**src/rtl/eq_quant_apply.sv**
```systemverilog
// Equaliser gain apply and 4-bit requantiser: complex Fix_18_17 samples are scaled
// by a spectrum-latched UFix_16_8 gain, rounded, saturated to Fix_4_3 and packed.
module eq_quant_lane (
    input  logic        i_clk,
    input  logic [17:0] i_din,
    input  logic [15:0] i_gain,
    output logic [3:0]  o_q,
    output logic        o_sat
);
    logic        [17:0] r_din;
    logic signed [34:0] r_prod;
    logic signed [34:0] w_rnd;
    logic signed [34:0] w_sh;

    // Data path carries no reset; qualification comes from the valid pipe in the top.
    always_ff @(posedge i_clk) begin
        r_din  <= i_din;
        r_prod <= $signed(r_din) * $signed({1'b0, i_gain});
    end

    // Fix_35_25 -> Fix_4_3: add half an output LSB, then drop 22 fraction bits.
    assign w_rnd = r_prod + 35'sd2097152;
    assign w_sh  = w_rnd >>> 22;

    always_comb begin
        o_sat = 1'b0;
        o_q   = w_sh[3:0];
        if (w_sh > 35'sd7) begin
            o_sat = 1'b1;
            o_q   = 4'h7;
        end else if (w_sh < -35'sd7) begin
            o_sat = 1'b1;
            o_q   = 4'h9;
        end
    end
endmodule

module eq_quant_apply #(
    parameter int CNT_W = 16
) (
    input  logic             user_clk,
    input  logic             user_rst_n,
    input  logic [31:0]      gain_reg,
    input  logic             sync_in,
    input  logic             din_valid,
    input  logic [17:0]      din_re,
    input  logic [17:0]      din_im,
    input  logic             ovf_clr,
    output logic [7:0]       dout,
    output logic             dout_valid,
    output logic             sync_out,
    output logic [CNT_W-1:0] ovf_cnt
);
    localparam int NUM_LANES = 2;
    localparam int STAGES    = 3;

    logic                            r_rst_meta;
    logic                            r_rst_sync;
    logic                            w_rst_n;
    logic [15:0]                     r_active_gain;
    logic [15:0]                     r_s1_gain;
    logic [STAGES-1:0]               r_vld_pipe;
    logic [STAGES-1:0]               r_sync_pipe;
    logic [7:0]                      r_dout;
    logic [CNT_W-1:0]                r_ovf_cnt;
    logic [NUM_LANES-1:0][17:0]      w_din;
    logic [NUM_LANES-1:0][3:0]       w_q;
    logic [NUM_LANES-1:0]            w_sat;
    logic                            w_ovf_hit;
    logic                            w_unused;

    assign w_unused = ^gain_reg[31:16];

    // Reset asserts immediately but releases two edges after user_rst_n rises.
    always_ff @(posedge user_clk or negedge user_rst_n) begin
        if (!user_rst_n) begin
            r_rst_meta <= 1'b0;
            r_rst_sync <= 1'b0;
        end else begin
            r_rst_meta <= 1'b1;
            r_rst_sync <= r_rst_meta;
        end
    end
    assign w_rst_n = r_rst_sync;

    // S1 captures the gain held before any reload, so the sync cycle uses the old gain.
    always_ff @(posedge user_clk or negedge w_rst_n) begin
        if (!w_rst_n) begin
            r_active_gain <= '0;
            r_s1_gain     <= '0;
            r_vld_pipe    <= '0;
            r_sync_pipe   <= '0;
        end else begin
            if (sync_in)
                r_active_gain <= gain_reg[15:0];
            r_s1_gain   <= r_active_gain;
            r_vld_pipe  <= {r_vld_pipe[STAGES-2:0], din_valid};
            r_sync_pipe <= {r_sync_pipe[STAGES-2:0], sync_in};
        end
    end

    assign w_din = {din_re, din_im};

    for (genvar g = 0; g < NUM_LANES; g++) begin : g_lane
        eq_quant_lane u_lane (
            .i_clk  (user_clk),
            .i_din  (w_din[g]),
            .i_gain (r_s1_gain),
            .o_q    (w_q[g]),
            .o_sat  (w_sat[g])
        );
    end

    assign w_ovf_hit = r_vld_pipe[STAGES-2] & (|w_sat);

    // A clear coinciding with a saturating sample leaves that sample counted.
    always_ff @(posedge user_clk or negedge w_rst_n) begin
        if (!w_rst_n) begin
            r_dout    <= '0;
            r_ovf_cnt <= '0;
        end else begin
            r_dout <= r_vld_pipe[STAGES-2] ? w_q : 8'h00;
            if (ovf_clr)
                r_ovf_cnt <= CNT_W'(w_ovf_hit);
            else if (w_ovf_hit && (r_ovf_cnt != {CNT_W{1'b1}}))
                r_ovf_cnt <= r_ovf_cnt + CNT_W'(1);
        end
    end

    assign dout       = r_dout;
    assign dout_valid = r_vld_pipe[STAGES-1];
    assign sync_out   = r_sync_pipe[STAGES-1];
    assign ovf_cnt    = r_ovf_cnt;
endmodule

```
**config.mk**
```make
export PLATFORM = sky130hd
export DESIGN_NAME = eq_quant_apply
export DESIGN_NICKNAME = d
export VERILOG_FILES = /design/src/rtl/eq_quant_apply.sv
export SDC_FILE = /design/constraint.sdc
export NUM_CORES = 2
export LEC_CHECK = 0
export ABC_AREA = 0
export CAP_MARGIN = 5
export CELL_PAD_IN_SITES_DETAIL_PLACEMENT = 1
export CELL_PAD_IN_SITES_GLOBAL_PLACEMENT = 1
export CORE_ASPECT_RATIO = 0.75
export CORE_MARGIN = 4
export CORE_UTILIZATION = 35
export CTS_CLUSTER_SIZE = 30
export DETAILED_ROUTE_END_ITERATION = 6
export PLACE_DENSITY_LB_ADDON = 0.1
export RECOVER_POWER = 25
export REMOVE_ABC_BUFFERS = 1
export SYNTH_ARGS = -nofsm -noshare
export SYNTH_HDL_FRONTEND = slang
export SYNTH_SLANG_ARGS = --single-unit
```
**constraint.sdc**
```tcl
create_clock -name user_clk -period 2.5 [get_ports user_clk]
set_input_delay 0.5 -clock user_clk [delete_from_list [all_inputs] [get_ports user_clk]]
set_output_delay 0.5 -clock user_clk [all_outputs]
set_load 0.01 [all_outputs]
```
# After elaboration in Yosys (flattened, before gate mapping)

Cells that the tools add are included.

Register bits: 170
Bits of input ports: 73
Word-level logic and storage cells: 37

Bitwise logic cells: 1
Mux-type cells: 11
$lt $le $gt $ge: 4
Add/sub/neg operators: 3
Equality and inequality tests: 1
Reduce and logical (&&, ||, !) cells: 3
Multiply operators: 2

Operator list:

| cell                     | number |
|---|---|
| $add A35 B23 Y35 const B | 2 |
| $mul A18 B17 Y35         | 2 |
| $mux W16                 | 2 |
| $gt A13 B4 Y1 const B    | 2 |
| $lt A13 B4 Y1 const B    | 2 |
| $add A16 B1 Y16 const B  | 1 |
| $mux W4                  | 4 |
| $ne A16 B16 Y1 const B   | 1 |
| $mux W8                  | 1 |
| $mux W1                  | 4 |
| $reduce_bool A2 Y1       | 1 |
| $reduce_or A2 Y1         | 1 |
| $and A1 B1 Y1            | 1 |
| $logic_and A1 B1 Y1      | 1 |

# Depth between registers and ports, before layout

Depth after elaboration: 9
Depth in mapped cells: 23
Mapped depth without buffers: 22

# Modules after synthesis

Synthesis repeated with hierarchy kept, for this count alone.

Cells, all modules: 2,779
Area total of the unflattened synthesis: 25,886.1 um2

Modules (own cells, without submodules):

| module                            | cells an instance | instances | area each (um2) |
|---|---|---|---|
| eq_quant_lane at g_lane[1].u_lane | 1,313             | 1         | 11,775.0 |
| eq_quant_lane at g_lane[0].u_lane | 1,290             | 1         | 11,677.4 |
| eq_quant_apply                    | 176               | 1         | 2,433.6 |

# Least setup slack after synthesis

No wires, ideal clock.

Kind: flip-flop to flip-flop
Start: reg r_s1_gain[8]
End: reg g_lane[0].u_lane.r_prod[34]
Arrival time: 6.157 ns
Setup slack: -3.729 ns
Clock period less this slack: 6.229 ns
Data required time: 2.428 ns
Cell stages (with the launch flop): 24
Path through: dfrtp_1 clkbuf_1 clkbuf_1 nand2_1 fa_1 inv_1 fa_1 inv_1 fa_1 inv_1 fa_1 fa_1 inv_1 fa_1 inv_1 ha_1 and3_1 nor4_1 o21ai_0 or4_1 a21oi_1 o22ai_1 o41ai_1 xnor2_1

Word-level cells in the longest chain between the ends: 1

RTL lines:

| item                   | line | source |
|---|---|---|
| start, declared        | 61   | `logic [15:0] r_s1_gain;` |
| start signal, assigned | 96   | `r_s1_gain <= r_active_gain;` |
| $mul A18 B17 Y35       | 18   | `r_prod <= $signed(r_din) * $signed({1'b0, i_gain});` |
| end signal, assigned   | 18   |  |
| end, declared          | 11   | `logic signed [34:0] r_prod;` |

Every way passes these cells.
A chain may end at the register's enable or synchronous reset.

# Final worst setup path

Start: reg r_s1_gain[5]
End: reg g_lane[1].u_lane.r_prod[29]

Word-level cells in the longest chain between the ends: 1

RTL lines:

| item                 | line |
|---|---|
| $mul A18 B17 Y35     | 18 |
| end signal, assigned | 18 |
| end, declared        | 11 |

Every way passes these cells.

==> results.py <==
metrics = {
    "outcome": {
        "status": "finished, violations left",
        "violations": "setup timing",
    },
    "placement": {
        "dp.cells": 4040,
        "port_buffers": 82,
        "gp_congestion": 0.829,
        "post-place-ws_ns": -4.18,
        "hpwlAfterDp_um": 63700,
        "dpl_cell_area_um2": 30200,
    },
    "drt": {
        "vias": 19200,
        "dr.pass1.iters": 5,
        "drc": 0,
        "routed_wirelength_um": 74400,
        "drt_iter0_markers": 704,
        "wl_per_cell_um": 18.1,
        "ant_nets": 0,
        "viasPerCell": 4.66,
    },
    "final_layout": {
        "seq_area_um2": 2930,
        "mostFrequentLayoutCells": "inv_1 (717), fa_1 (568), nand2_1 (372), buf_4 (352), and2_1 (205)",
        "layout_commonest_cell": "inv_1",
        "area_delta_synth_final_pct": 27.3,
        "drive_above_1_share_pct": 22.1,
        "n_fill_cell": 8120,
        "final_area_um2": 32500,
        "fin_cells": 4120,
        "layout.nets": 3982,
        "multi_input_area_um2": 20500,
        "num_antenna_cells": 0,
    },
    "critical_path": {
        "critPathCaptureType": "flip-flop",
        "crit_arrival_ns": 6.66,
        "required_ns": 2.91,
        "cp_max_fo": 9,
        "cp-start-kind": "flip-flop",
        "critical_path_class": "flip-flop to flip-flop",
    },
    "clock_network": {
        "path_clk_slew_ns": 0.08,
        "cts_buffers": 17,
        "cts_hold_buf": 0,
        "cts_tree": "built",
        "insertion_delay_ns": 0.49,
        "clock_path_buffers": 2,
        "clock_sinks": 128,
        "h-tree-depth": 4,
        "root_buffer": "clkbuf_16",
    },
    "sta": {
        "hold_slack_ns": 0.247,
        "setup_viol": 45,
        "rsz0062_at_grt": "yes",
        "period_share_pct": 250,
        "worst_slack_ns": -3.75,
        "clock.fmax_mhz": 160,
        "finalMaxSlewViolations": 0,
        "tightest_slew_ns": 0.747,
        "hold_viol": 0,
        "slew_headroom_pct": 50.2,
        "skew_ns": 0.0165,
        "period_needed_ns": 6.25,
    },
    "logic_synthesis": {
        "synth_flop_cell": "dfxtp_1",
        "synth_cell_type_count": 75,
        "synth_warnings": 0,
        "avgSynthCellArea_um2": 9.35,
        "synth-async-reset-ratio_pct": 50.0,
        "yosys-top-cells-area": "fa_1 (46%), inv_1 (11%), ha_1 (8.7%)",
        "synth_top_area_share_pct": 45.7,
        "syn-cell-area_um2": 25500,
        "postSynthCellCount": 2730,
        "synth_edf_count": 0,
        "synth_top_area_cell": "fa_1",
        "yosys_register_bits": 128,
        "yosysSeqAreaShare_pct": 11.3,
    },
    "die": {
        "die_h_um": 242,
        "die_w_um": 320,
        "design.die.area_um2": 77300,
        "rows": 85,
        "start_util_pct": 35.4,
        "io_pins": 99,
        "core_um2": 72000,
    },
    "global_route": {
        "grtUsageTotal_pct": 20.4,
        "grt_pass1_wl_um": 124000,
        "grt_start_max_net_pins": 35,
        "grt_overflow_total": 0,
        "antenna_found_initial": 1,
        "grt_pass1_vias": 22600,
    },
    "flow_run": {
        "cap_violations": 0,
    },
    "hold_path": {
        "min_path_type": "input pin to asynchronous set/reset pin",
    },
}
==> stage by stage <==
step	util (%)	TNS (ns)
2_1_floorplan	-	-101.72
3_3_place_gp	42.0	-109.05
3_5_place_dp	42.0	-112.87
4_1_cts	44.3	-101.07
5_1_grt	45.1	-108.52
6_report	45.1	-101.03
==> state kept, by name (all words and copies together) (netlist names), 3 cells and up <==
register,count
r_vld_pipe,3
ovf_cnt,16
dout,8
g_lane.u_lane.r_din,36
r_s1_gain,16
r_sync_pipe,3
r_active_gain,16
g_lane.u_lane.r_prod,28
==> logic make-up (layout without fill, tap and decap cells) <==
group / count (synthesis) / in the layout / share of synthesized area [%]
AOI/OAI and AO/OA: 165 / 165 / 4.33
and+or+nand+nor: 763 / 763 / 14.7
buffers and inverters: 838 / 1271 / 12.4
DFF: 128 / 128 / 11.3
muxes: 26 / 26 / 1.13
adders and majority gates: 759 / 759 / 54.3
other: 1 / 1 / 0.0147
xor gates and xnor gates: 50 / 50 / 1.72
==> final timing paths <==
kind,slack (ns),start,endpoint,depth (start not counted)
worst min register to register,0.33,r_rst_sync,ovf_cnt[14],0
worst max register to register,-3.75,r_s1_gain[5],g_lane[1].u_lane.r_prod[29],25
min in group user_clk,0.35,r_sync_pipe[0],r_sync_pipe[1],0
worst min-delay path,0.25,user_rst_n,r_rst_meta,1
max in group asynchronous,1.48,r_rst_sync,r_s1_gain[7],1
worst max-delay path,-3.75,r_s1_gain[5],g_lane[1].u_lane.r_prod[29],25
==> critical path, stage by stage (launching register included) <==
cell,delay [ns]
dfrtp_2,0.45
buf_4,0.15
buf_8,0.13
buf_4,0.16
and2_1,0.17
fa_1,0.53
inv_1,0.05
fa_1,0.49
inv_1,0.05
fa_1,0.54
fa_1,0.47
fa_1,0.50
inv_1,0.05
fa_1,0.49
inv_2,0.05
ha_4,0.27
and4_4,0.26
nand2_2,0.09
o221ai_4,0.23
o2bb2ai_2,0.13
buf_6,0.13
o221a_4,0.21
buf_4,0.12
o21ai_4,0.07
o21bai_1,0.19
xor2_1,0.18
==> metal layers <==
metal	global-route usage (%)	up-vias	wire, um
met2	33.5	230	35800
li1	-	8821	-
met4	3.85	2	1070
met3	2.93	63	2430
met5	0	-	13
met1	28.9	10100	35100
==> synthesized netlist by cell type, drive strengths merged (35+ instances only) <==
| cell | instances |
|---|---|
| dfxtp | 64 |
| a21oi | 48 |
| inv | 733 |
| nand2 | 380 |
| ha | 177 |
| o21ai | 38 |
| clkbuf | 97 |
| and2 | 224 |
| xnor2 | 35 |
| fa | 582 |
| dfrtp | 64 |
| nor2 | 38 |
==> area by class of cell <==
type | count | area share, %
Multi-Input combinational cell | 1764 | 63.2
Timing Repair Buffer | 505 | 13.8
Sequential cell | 128 | 9.02
Inverter | 734 | 8.48
Tap cell | 957 | 3.69
Clock buffer | 17 | 1.31
Clock inverter | 15 | 0.585
==> timing repair <==
action / CTS / global route
pin swaps: 82 / 112
setup endpoints to repair: 44 / 47
cloned: 1 / 0
endpoints found under the hold margin: 0 / 0
setup buffers: 38 / 15
resized for setup: 185 / 137
Power is not shown: default switching activity piles up to over one toggle a cycle in this logic, so the estimate is an artifact.
